--- config.mk ---
export PLATFORM = sky130hd
export DESIGN_NAME = pixel_xor_cipher_flat
export DESIGN_NICKNAME = d
export VERILOG_FILES = /design/src/rtl/cipher_pkg.sv /design/src/rtl/pixel_xor_cipher_if.sv /design/src/rtl/xor_chain_lane.sv /design/src/rtl/pixel_xor_cipher.sv /design/src/flat_wrapper.sv
export SDC_FILE = /design/constraint.sdc
export NUM_CORES = 1
export LEC_CHECK = 0
export CORE_MARGIN = 4
export CORE_UTILIZATION = 38
export DETAILED_ROUTE_END_ITERATION = 6
export SKIP_CTS_REPAIR_TIMING = 1
export SLEW_MARGIN = 10
export SYNTH_ARGS = -nofsm -noshare
export SYNTH_HDL_FRONTEND = slang
export SYNTH_SLANG_ARGS = --single-unit
export TNS_END_PERCENT = 10
--- constraint.sdc ---
create_clock -name clk -period 4.5 [get_ports clk]
set_clock_uncertainty 0.1 [all_clocks]
set_input_delay 1.125 -clock clk [delete_from_list [all_inputs] [get_ports clk]]
set_output_delay 1.125 -clock clk [all_outputs]
set_load 0.02 [all_outputs]
--- src/rtl/cipher_pkg.sv ---
// Shared types and defaults for the pixel XOR stream-cipher engine.
// Provides the FSM state enum, mode encodings and default geometry.
package cipher_pkg;

    typedef enum logic [1:0] {
        IDLE,
        RUN,
        FLUSH,
        DONE
    } state_t;

    localparam logic MODE_ENC = 1'b0;
    localparam logic MODE_DEC = 1'b1;

    localparam int DEF_NUM_CH = 3;
    localparam int DEF_DATA_W = 8;
    localparam int DEF_DEPTH  = 16384;

endpackage

--- src/rtl/pixel_xor_cipher_if.sv ---
// Bus bundle for pixel_xor_cipher: frame control, keystream handshake,
// frame-buffer read/write ports and status. slave = engine, master = user.
interface pixel_xor_cipher_if
    import cipher_pkg::*;
#(
    parameter int NUM_CH = DEF_NUM_CH,
    parameter int DATA_W = DEF_DATA_W,
    parameter int DEPTH  = DEF_DEPTH
) ();
    localparam int W      = NUM_CH * DATA_W;
    localparam int ADDR_W = $clog2(DEPTH);

    logic              start;
    logic              mode;
    logic              chain_en;
    logic [W-1:0]      iv;
    logic [ADDR_W:0]   length;
    logic              ks_valid;
    logic [W-1:0]      ks_data;
    logic              ks_ready;
    logic              rd_en;
    logic [ADDR_W-1:0] rd_addr;
    logic [W-1:0]      rd_data;
    logic              wr_en;
    logic [ADDR_W-1:0] wr_addr;
    logic [W-1:0]      wr_data;
    logic              busy;
    logic              done;
    logic              err;

    modport master (
        output start, mode, chain_en, iv, length,
        output ks_valid, ks_data, rd_data,
        input  ks_ready, rd_en, rd_addr,
        input  wr_en, wr_addr, wr_data,
        input  busy, done, err
    );

    modport slave (
        input  start, mode, chain_en, iv, length,
        input  ks_valid, ks_data, rd_data,
        output ks_ready, rd_en, rd_addr,
        output wr_en, wr_addr, wr_data,
        output busy, done, err
    );

endinterface

--- src/rtl/xor_chain_lane.sv ---
// One channel of the compute stage: out = d ^ k (^ chain when enabled).
// Ports: load_i reloads chain from iv_i; step_i advances chain on a write.
module xor_chain_lane
    import cipher_pkg::*;
#(
    parameter int DATA_W = DEF_DATA_W
) (
    input  logic              clk,
    input  logic              rst,
    input  logic              load_i,
    input  logic              step_i,
    input  logic              chain_en_i,
    input  logic              mode_i,
    input  logic [DATA_W-1:0] iv_i,
    input  logic [DATA_W-1:0] d_i,
    input  logic [DATA_W-1:0] k_i,
    output logic [DATA_W-1:0] out_o
);
    logic [DATA_W-1:0] chain_q;
    logic [DATA_W-1:0] chain_d;
    logic [DATA_W-1:0] out;

    // Decrypt chains on the incoming ciphertext, encrypt on its own output,
    // so both directions carry the same ciphertext history.
    always_comb begin
        out     = d_i ^ k_i;
        chain_d = chain_q;
        if (chain_en_i) begin
            out = out ^ chain_q;
        end
        if (load_i) begin
            chain_d = iv_i;
        end else if (step_i && chain_en_i) begin
            chain_d = (mode_i == MODE_DEC) ? d_i : out;
        end
    end

    always_ff @(posedge clk or posedge rst) begin
        if (rst) begin
            chain_q <= '0;
        end else begin
            chain_q <= chain_d;
        end
    end

    assign out_o = out;

endmodule

--- src/rtl/pixel_xor_cipher.sv ---
// Frame-walking XOR stream cipher: one keystream word per pixel, 1-cycle
// read-to-write pipeline. Ports: clk, rst (async, high), cif (slave bus).
module pixel_xor_cipher
    import cipher_pkg::*;
#(
    parameter int NUM_CH = DEF_NUM_CH,
    parameter int DATA_W = DEF_DATA_W,
    parameter int DEPTH  = DEF_DEPTH
) (
    input  logic                clk,
    input  logic                rst,
    pixel_xor_cipher_if.slave   cif
);
    localparam int W      = NUM_CH * DATA_W;
    localparam int ADDR_W = $clog2(DEPTH);
    localparam logic [ADDR_W:0] DEPTH_L = (ADDR_W + 1)'(DEPTH);

    state_t            state_q, state_d;
    logic              mode_q, mode_d;
    logic              cen_q, cen_d;
    logic [ADDR_W:0]   len_q, len_d;
    logic [ADDR_W:0]   issue_q, issue_d;
    logic [W-1:0]      ks_q, ks_d;
    logic              wr_en_q, wr_en_d;
    logic [ADDR_W-1:0] wr_addr_q, wr_addr_d;
    logic [W-1:0]      lane_out;

    logic idle_like;
    logic len_ok;
    logic accept;
    logic issue;

    assign idle_like = (state_q == IDLE) || (state_q == DONE);
    assign len_ok    = (cif.length != '0) && (cif.length <= DEPTH_L);
    assign accept    = idle_like && cif.start && len_ok;
    assign issue     = (state_q == RUN) && cif.ks_valid;

    always_comb begin
        state_d   = state_q;
        mode_d    = mode_q;
        cen_d     = cen_q;
        len_d     = len_q;
        issue_d   = issue_q;
        ks_d      = ks_q;
        wr_en_d   = issue;
        wr_addr_d = wr_addr_q;
        unique case (state_q)
            IDLE, DONE: begin
                if (accept) begin
                    mode_d  = cif.mode;
                    cen_d   = cif.chain_en;
                    len_d   = cif.length;
                    issue_d = '0;
                    state_d = RUN;
                end
            end
            RUN: begin
                if (issue) begin
                    ks_d      = cif.ks_data;
                    issue_d   = issue_q + 1'b1;
                    wr_addr_d = issue_q[ADDR_W-1:0];
                    if (issue_q == len_q - 1'b1) begin
                        state_d = FLUSH;
                    end
                end
            end
            FLUSH: begin
                if (wr_en_q) begin
                    state_d = DONE;
                end
            end
            default: state_d = IDLE;
        endcase
    end

    always_ff @(posedge clk or posedge rst) begin
        if (rst) begin
            state_q   <= IDLE;
            mode_q    <= MODE_ENC;
            cen_q     <= 1'b0;
            len_q     <= '0;
            issue_q   <= '0;
            ks_q      <= '0;
            wr_en_q   <= 1'b0;
            wr_addr_q <= '0;
        end else begin
            state_q   <= state_d;
            mode_q    <= mode_d;
            cen_q     <= cen_d;
            len_q     <= len_d;
            issue_q   <= issue_d;
            ks_q      <= ks_d;
            wr_en_q   <= wr_en_d;
            wr_addr_q <= wr_addr_d;
        end
    end

    for (genvar g = 0; g < NUM_CH; g++) begin : g_lane
        xor_chain_lane #(
            .DATA_W (DATA_W)
        ) u_lane (
            .clk        (clk),
            .rst        (rst),
            .load_i     (accept),
            .step_i     (wr_en_q),
            .chain_en_i (cen_q),
            .mode_i     (mode_q),
            .iv_i       (cif.iv[g*DATA_W +: DATA_W]),
            .d_i        (cif.rd_data[g*DATA_W +: DATA_W]),
            .k_i        (ks_q[g*DATA_W +: DATA_W]),
            .out_o      (lane_out[g*DATA_W +: DATA_W])
        );
    end

    assign cif.ks_ready = issue;
    assign cif.rd_en    = issue;
    assign cif.rd_addr  = issue_q[ADDR_W-1:0];
    assign cif.wr_en    = wr_en_q;
    assign cif.wr_addr  = wr_addr_q;
    // Gated so the write bus reads 0 whenever no write is in flight.
    assign cif.wr_data  = wr_en_q ? lane_out : '0;
    assign cif.busy     = (state_q == RUN) || (state_q == FLUSH);
    assign cif.done     = (state_q == DONE);
    assign cif.err      = idle_like && cif.start && !len_ok;

endmodule

--- src/flat_wrapper.sv ---
// flat-port wrapper written by rule: the top's interface ports become plain ports
module pixel_xor_cipher_flat import cipher_pkg::*;
#(
    parameter int NUM_CH = DEF_NUM_CH,
    parameter int DATA_W = DEF_DATA_W,
    parameter int DEPTH  = DEF_DEPTH
)
  (clk, rst, cif_start, cif_mode, cif_chain_en, cif_iv, cif_length, cif_ks_valid, cif_ks_data, cif_rd_data, cif_ks_ready, cif_rd_en, cif_rd_addr, cif_wr_en, cif_wr_addr, cif_wr_data, cif_busy, cif_done, cif_err);
  pixel_xor_cipher_if #(.NUM_CH(NUM_CH), .DATA_W(DATA_W), .DEPTH(DEPTH)) cif_i ();
  input  logic clk;
  input  logic rst;
  input wire logic [$bits(cif_i.start)-1:0] cif_start;
  input wire logic [$bits(cif_i.mode)-1:0] cif_mode;
  input wire logic [$bits(cif_i.chain_en)-1:0] cif_chain_en;
  input wire logic [$bits(cif_i.iv)-1:0] cif_iv;
  input wire logic [$bits(cif_i.length)-1:0] cif_length;
  input wire logic [$bits(cif_i.ks_valid)-1:0] cif_ks_valid;
  input wire logic [$bits(cif_i.ks_data)-1:0] cif_ks_data;
  input wire logic [$bits(cif_i.rd_data)-1:0] cif_rd_data;
  output wire logic [$bits(cif_i.ks_ready)-1:0] cif_ks_ready;
  output wire logic [$bits(cif_i.rd_en)-1:0] cif_rd_en;
  output wire logic [$bits(cif_i.rd_addr)-1:0] cif_rd_addr;
  output wire logic [$bits(cif_i.wr_en)-1:0] cif_wr_en;
  output wire logic [$bits(cif_i.wr_addr)-1:0] cif_wr_addr;
  output wire logic [$bits(cif_i.wr_data)-1:0] cif_wr_data;
  output wire logic [$bits(cif_i.busy)-1:0] cif_busy;
  output wire logic [$bits(cif_i.done)-1:0] cif_done;
  output wire logic [$bits(cif_i.err)-1:0] cif_err;
  assign cif_i.start = cif_start;
  assign cif_i.mode = cif_mode;
  assign cif_i.chain_en = cif_chain_en;
  assign cif_i.iv = cif_iv;
  assign cif_i.length = cif_length;
  assign cif_i.ks_valid = cif_ks_valid;
  assign cif_i.ks_data = cif_ks_data;
  assign cif_i.rd_data = cif_rd_data;
  assign cif_ks_ready = cif_i.ks_ready;
  assign cif_rd_en = cif_i.rd_en;
  assign cif_rd_addr = cif_i.rd_addr;
  assign cif_wr_en = cif_i.wr_en;
  assign cif_wr_addr = cif_i.wr_addr;
  assign cif_wr_data = cif_i.wr_data;
  assign cif_busy = cif_i.busy;
  assign cif_done = cif_i.done;
  assign cif_err = cif_i.err;
  pixel_xor_cipher #(.NUM_CH(NUM_CH), .DATA_W(DATA_W), .DEPTH(DEPTH)) u_core (.clk(clk), .rst(rst), .cif(cif_i));
endmodule
==> metrics.yaml, run 1 <==
status: "finished, final reports clean"
p_leak_nw: 3.34
cts-root-buf: "clkbuf_16"
die-area_sq_um: 19000
clk_path_buf_depth: 2
tightest_slew_ns: 1.11
power.density_nw_per_um2: 584
grt_max_degree: 98
hold_path_class: "flip-flop to flip-flop"
synth_top_area_share_pct: 37.8
p_total_mw: 4.88
grt_pass1_vias: 5883
die_h_microns: 138
coreArea_sq_um: 16600
path_buf_inv: 2
fin_ws_ns: 0.200
grt_pass1_wl_mm: 29.3
ys_seq_area_share_pct: 37.8
clock.fmax_mhz: 233
clk_pin_slew_worst_paths_ns: 0.07
cp_common_cell: "clkdlybuf4s50_1"
synthTopCellsByArea: "dfrtp_1 38%, xnor2_1 7.6%, mux2_2 7.5%, nor2_1 6.1%, a21oi_1 5.2%"
grt_use_total_pct: 19.3
gp_congestion: 0.891
setup_violations: 0
cts_inserted_buffers: 9
n_fill_cell: 1563
portBuffers: 150
dieWidth_microns: 138
cap_violations: 0
rsz0062_at_grt: "no"
area_growth_pct: 30.3
cpLargestDelayFamily: "buffers and inverters"
drt_pass1_iterations: 5
slew_viol_final: 0
wirelength_mm: 18.6
layout_commonest_cell: "clkdlybuf4s50_1"
end_kind: "output pin"
drtIter0Drc: 352
crit_arrival_ns: 3.07
multi_input_area_sq_um: 3620
slowest_delay_ns: 0.62
synth_edf_count: 0
slew_headroom_pct: 25.7
start_kind: "primary input"
async_flop_share_pct: 100
synth_top_cell_by_area: "dfrtp_1"
start_util_pct: 38.7
syn_inst: 750
ys_ff_latch: 97
final_cell_mix: "150 x clkdlybuf4s50_1, 104 x nor2_1, 97 x dfrtp_1, 67 x a21oi_1, 56 x xnor2_1"
hpwl_mm: 13.2
clk_latency_ns: 0.34
ys_types: 59
drc_errors: 0
rows: 47
yosysWarnings: 0
vias: 5939
diodes: 0
synth-main-ff-cell: "dfrtp_1"
ir_drop_v: 0.000372
syn_area_sq_um: 6420
dp_slack_ns: 0.195
path_max_fanout: 3
nets: 974
crit_chain: "clkdlybuf4s50_1 > nor4_1 > nand4_1 > xor2_1 > nor2_1 > clkdlybuf4s50_1"
fin_crit_sh_pct: 95.5
syn_area_per_cell_sq_um: 8.56
drive_gt1_share_pct: 8.87
clock_sinks: 97
syn_nets: 850
antenna_left: 0
grt-ovfl-total: 0
cts.htree.levels: 3
crit_required_ns: 3.27
post_drt_wl_per_cell_microns: 16.9
cts_tree: "yes"
antenna_found_initial: 0
rrSetupSlack_ns: 1.58
pin_count: 151
regArea_sq_um: 2430
hold_viol_final: 0
slowest_stage: "clkdlybuf4s50_1"
min_period_ns: 4.30
crit_type: "primary input to output pin"
vias_per_cell: 5.40
fin_setup_tns_ns: 0
registers in the layout (all words and copies together), names as in the netlist:
register and count:
u_core.cen_q 1, u_core.cif.wr_addr 14, u_core.cif.wr_en 1, u_core.g_lane.u_lane.chain_q 24
u_core.issue_q 15, u_core.ks_q 24, u_core.len_q 15, u_core.mode_q 1
u_core.state_q 2
final timing paths:
path	start	end	cells past startpoint
worst max-delay path	cif_length[1]	cif_err	6
worst min-delay path	u_core.cif.wr_addr[1]	u_core.cif.wr_addr[1]	2
worst max register to register	u_core.cen_q	u_core.g_lane[2].u_lane.chain_q[4]	6
worst min register to register	u_core.cif.wr_addr[1]	u_core.cif.wr_addr[1]	2
max in group asynchronous	rst	u_core.len_q[4]	3
min in group asynchronous	rst	u_core.ks_q[1]	3
kinds of logic (layout without fill, tap and decap cells):
kind of cell,after synthesis,in the layout,share of synthesized area [%]
and+or+nand+nor,242,242,17.3
muxes,59,59,10.3
buffers and inverters,84,213,5.79
xor gates and xnor gates,66,66,9.22
AOI/OAI and AO/OA,195,195,18.2
DFF,97,97,37.8
adders and majority gates,7,7,1.36
worst min-delay path, stage by stage, from the launching register on:
cell,delay (ns)
dfrtp_1,0.35
nand2_1,0.05
o21ai_0,0.07
synth_stat cells (12+ instances only):
master / instances
buf_4: 15
clkbuf_1: 30
nor2_1: 104
nand3_1: 38
o21ai_1: 15
dfrtp_1: 97
xnor2_1: 56
o211ai_1: 19
a21oi_1: 67
mux2_1: 12
nand2_1: 48
inv_1: 33
o21ai_0: 50
mux2_2: 43
final cells by class:
class / instances / area share (%)
Multi-Input combinational cell: 569 / 43.3
Sequential cell: 97 / 29.0
Tap cell: 220 / 3.29
Inverter: 35 / 1.60
Clock buffer: 10 / 2.74
Timing Repair Buffer: 162 / 19.2
Clock inverter: 6 / 0.823
metrics by stage:
| step | instances | util [%] | hold slack, ns | area, sq um |
|---|---|---|---|---|
| 3_3_place_gp | 1083 | 48.6 | 0.375 | 8070 |
| 3_5_place_dp | 1083 | 48.6 | 0.395 | 8070 |
| 5_1_grt | 1099 | 50.4 | 0.428 | 8360 |
| 6_report | 1099 | 50.4 | 0.404 | 8360 |
| 2_1_floorplan | 750 | - | 0.369 | 6420 |
| 4_1_cts | 1099 | 50.4 | 0.410 | 8360 |
metal layers:
| layer | global-route usage (%) | wire length (microns) | up-vias |
|---|---|---|---|
| li1 | - | - | 2873 |
| met1 | 24.8 | 8320 | 2882 |
| met2 | 33.0 | 9010 | 157 |
| met3 | 3.74 | 937 | 27 |
| met4 | 6.04 | 343 | 0 |
| met5 | 0 | 0 | - |
where the power goes:
part	internal [mW]	switching, mW
clock	0.434	0.342
combinational	1.17	1.29
sequential	1.18	0.468
total	2.79	2.10
(Power assumes the default switching activity.)
==> run 2, diff against run 1 <==
- PLACE_DENSITY: not set -> 0.7
==> run 2 against run 1 <==
Die area did not move. Utilization grew 0.17 points. Largest cell class unchanged. Hold slack got worse by 0.028 ns. Count of clock-buffer cells in the layout grew 1. Combinational power fell by 2%. Critical endpoint unchanged. Largest power group unchanged.
==> metrics.yaml, run 2 (synthesized netlist as in run 1, its figures left out) <==
status: "finished, final reports clean"
grt_pass1_wl_mm: 26.8  # -8.3%
wirelength_mm: 17.1  # -7.9%
drt_pass1_iterations: 4  # -1
grt_max_degree: 65  # -34%
dieWidth_microns: 138  # unchanged
end_kind: "output pin"
clock.fmax_mhz: 229  # -1.7%
cts_inserted_buffers: 9  # unchanged
top_layer: "met4"
hold_path_class: "flip-flop to flip-flop"
die-area_sq_um: 19000  # unchanged
slew_viol_final: 0  # unchanged
portBuffers: 150  # unchanged
vias: 5778  # -2.7%
grt_pass1_vias: 5389  # -8.4%
rows: 47  # unchanged
pin_count: 151  # unchanged
antenna_left: 0  # unchanged
grt-ovfl-total: 0  # unchanged
wl_met2_mm: 8.25  # -8.5%
antenna_found_initial: 0  # unchanged
ir_drop_v: 0.000484  # +30%
path_buf_inv: 3  # +1
die_h_microns: 138  # unchanged
met3_length_mm: 1.12  # +19%
clk_latency_ns: 0.35  # about the same
min_period_ns: 4.37  # +0.0727 ns
grt_use_total_pct: 17.8  # -1.5 points
cts_tree: "yes"
cts.htree.levels: 3  # unchanged
cp_common_cell: "clkdlybuf4s50_1"
fin_setup_tns_ns: 0  # unchanged
post_drt_wl_per_cell_microns: 15.6  # -7.9%
gp_congestion: 0.802  # -10%
fin_crit_sh_pct: 97.2  # +1.6 points
slew_headroom_pct: 30.0  # +4.3 points
power.density_nw_per_um2: 577  # -1.2%
slowest_delay_ns: 0.61  # about the same
hold_viol_final: 0  # unchanged
path_max_fanout: 3  # unchanged
start_kind: "primary input"
start_util_pct: 38.7  # unchanged
drive_gt1_share_pct: 9.10  # +0.23 points
clk_path_buf_depth: 2  # unchanged
crit_arrival_ns: 3.15  # +0.08 ns
hpwl_mm: 12.2  # -7.5%
slowest_stage: "clkdlybuf4s50_1"
rsz0062_at_grt: "no"
whs_ns: 0.376  # -0.0278 ns
diodes: 0  # unchanged
crit_chain: "clkdlybuf4s50_1 > nor4_2 > buf_4 > nand4_1 > xor2_1 > nor2_1 > clkdlybuf4s50_1"
cpLargestDelayFamily: "buffers and inverters"
setup_violations: 0  # unchanged
crit_required_ns: 3.27  # about the same
cap_violations: 0  # unchanged
vias_per_cell: 5.26  # -2.7%
met1Wirelength_mm: 7.60  # -8.8%
final_cell_mix: "150 x clkdlybuf4s50_1, 104 x nor2_1, 97 x dfrtp_1, 67 x a21oi_1, 56 x xnor2_1"
clock_sinks: 97  # unchanged
coreArea_sq_um: 16600  # unchanged
p_leak_nw: 3.36  # +0.56%
clk_pin_slew_worst_paths_ns: 0.06  # about the same
nets: 974  # unchanged
crit_type: "primary input to output pin"
layout_commonest_cell: "clkdlybuf4s50_1"
drtIter0Drc: 303  # -14%
area_growth_pct: 30.7
largest_registers: "u_core.g_lane.u_lane.chain_q (24), u_core.ks_q (24)"
drc_errors: 0  # unchanged
tightest_slew_ns: 1.05  # -0.0640 ns
cts-root-buf: "clkbuf_16"
[run 2: cell types whose count changed in the layout (fill, tap and decap cells not counted), sizes merged]
cell | before | now
clkinvlp | 1 | 0
clkbuf | 10 | 11
[run 2: tightest hold or removal path, delay by kind of cell (launching register included)]
family	cells	cell delay [ns]
DFF	1	0.34
AOI/OAI and AO/OA	1	0.06
and+or+nand+nor	1	0.04
[run 2: cell type report]
| class | instances | area (sq um) |
|---|---|---|
| Clock buffer | 11 | 253 |
| Clock inverter | 5 | 53.8 |
| Fill cell | 1606 | 8190 |
| Inverter | 35 | 134 |
| Multi-Input combinational cell | 569 | 3630 |
| Sequential cell | 97 | 2430 |
| Tap cell | 220 | 275 |
| Timing Repair Buffer | 162 | 1620 |
[run 2: worst paths after layout]
| check | cells past startpoint | from | endpoint | slack (ns) |
|---|---|---|---|---|
| setup / recovery | 7 | cif_length[1] | cif_err | 0.13 |
| hold / removal | 2 | u_core.cif.wr_addr[1] | u_core.cif.wr_addr[1] | 0.38 |
| setup reg to reg | 6 | u_core.cen_q | u_core.g_lane[1].u_lane.chain_q[5] | 1.58 |
| hold reg to reg | 2 | u_core.cif.wr_addr[1] | u_core.cif.wr_addr[1] | 0.38 |
| max in group asynchronous | 3 | rst | u_core.cif.wr_addr[10] | 2.46 |
| min in group asynchronous | 2 | rst | u_core.ks_q[2] | 1.18 |
[run 2: where the power goes]
part           internal [mW]  switching [mW]  total, mW
sequential              1.18           0.466       1.65
combinational           1.17            1.23       2.40
clock                  0.460           0.336      0.796
total                   2.81            2.03       4.84
[run 2: through the flow]
step           cells  power (mW)  util, %  instance area, sq um  setup slack (ns)
2_1_floorplan    750        3.33        -                  6420             0.741
3_3_place_gp    1083        4.02     48.7                  8080            0.0681
3_5_place_dp    1083        4.07     48.7                  8080            0.0625
4_1_cts         1099        4.89     50.6                  8380            0.0300
5_1_grt         1099        5.24     50.6                  8390            0.0248
6_report        1099        4.84     50.6                  8390             0.128
[run 2: per-layer routing]
layer	global-route usage, %	up-vias
li1	-	2877
met1	23.0	2729
met2	30.6	160
met3	3.05	12
met4	5.21	0
met5	0	-
==> run 3, diff against run 2 <==
- SKIP_LAST_GASP: not set -> 1
==> results of run 3 <==
The final DEF is identical to that of run 2; final timing and power are the same.
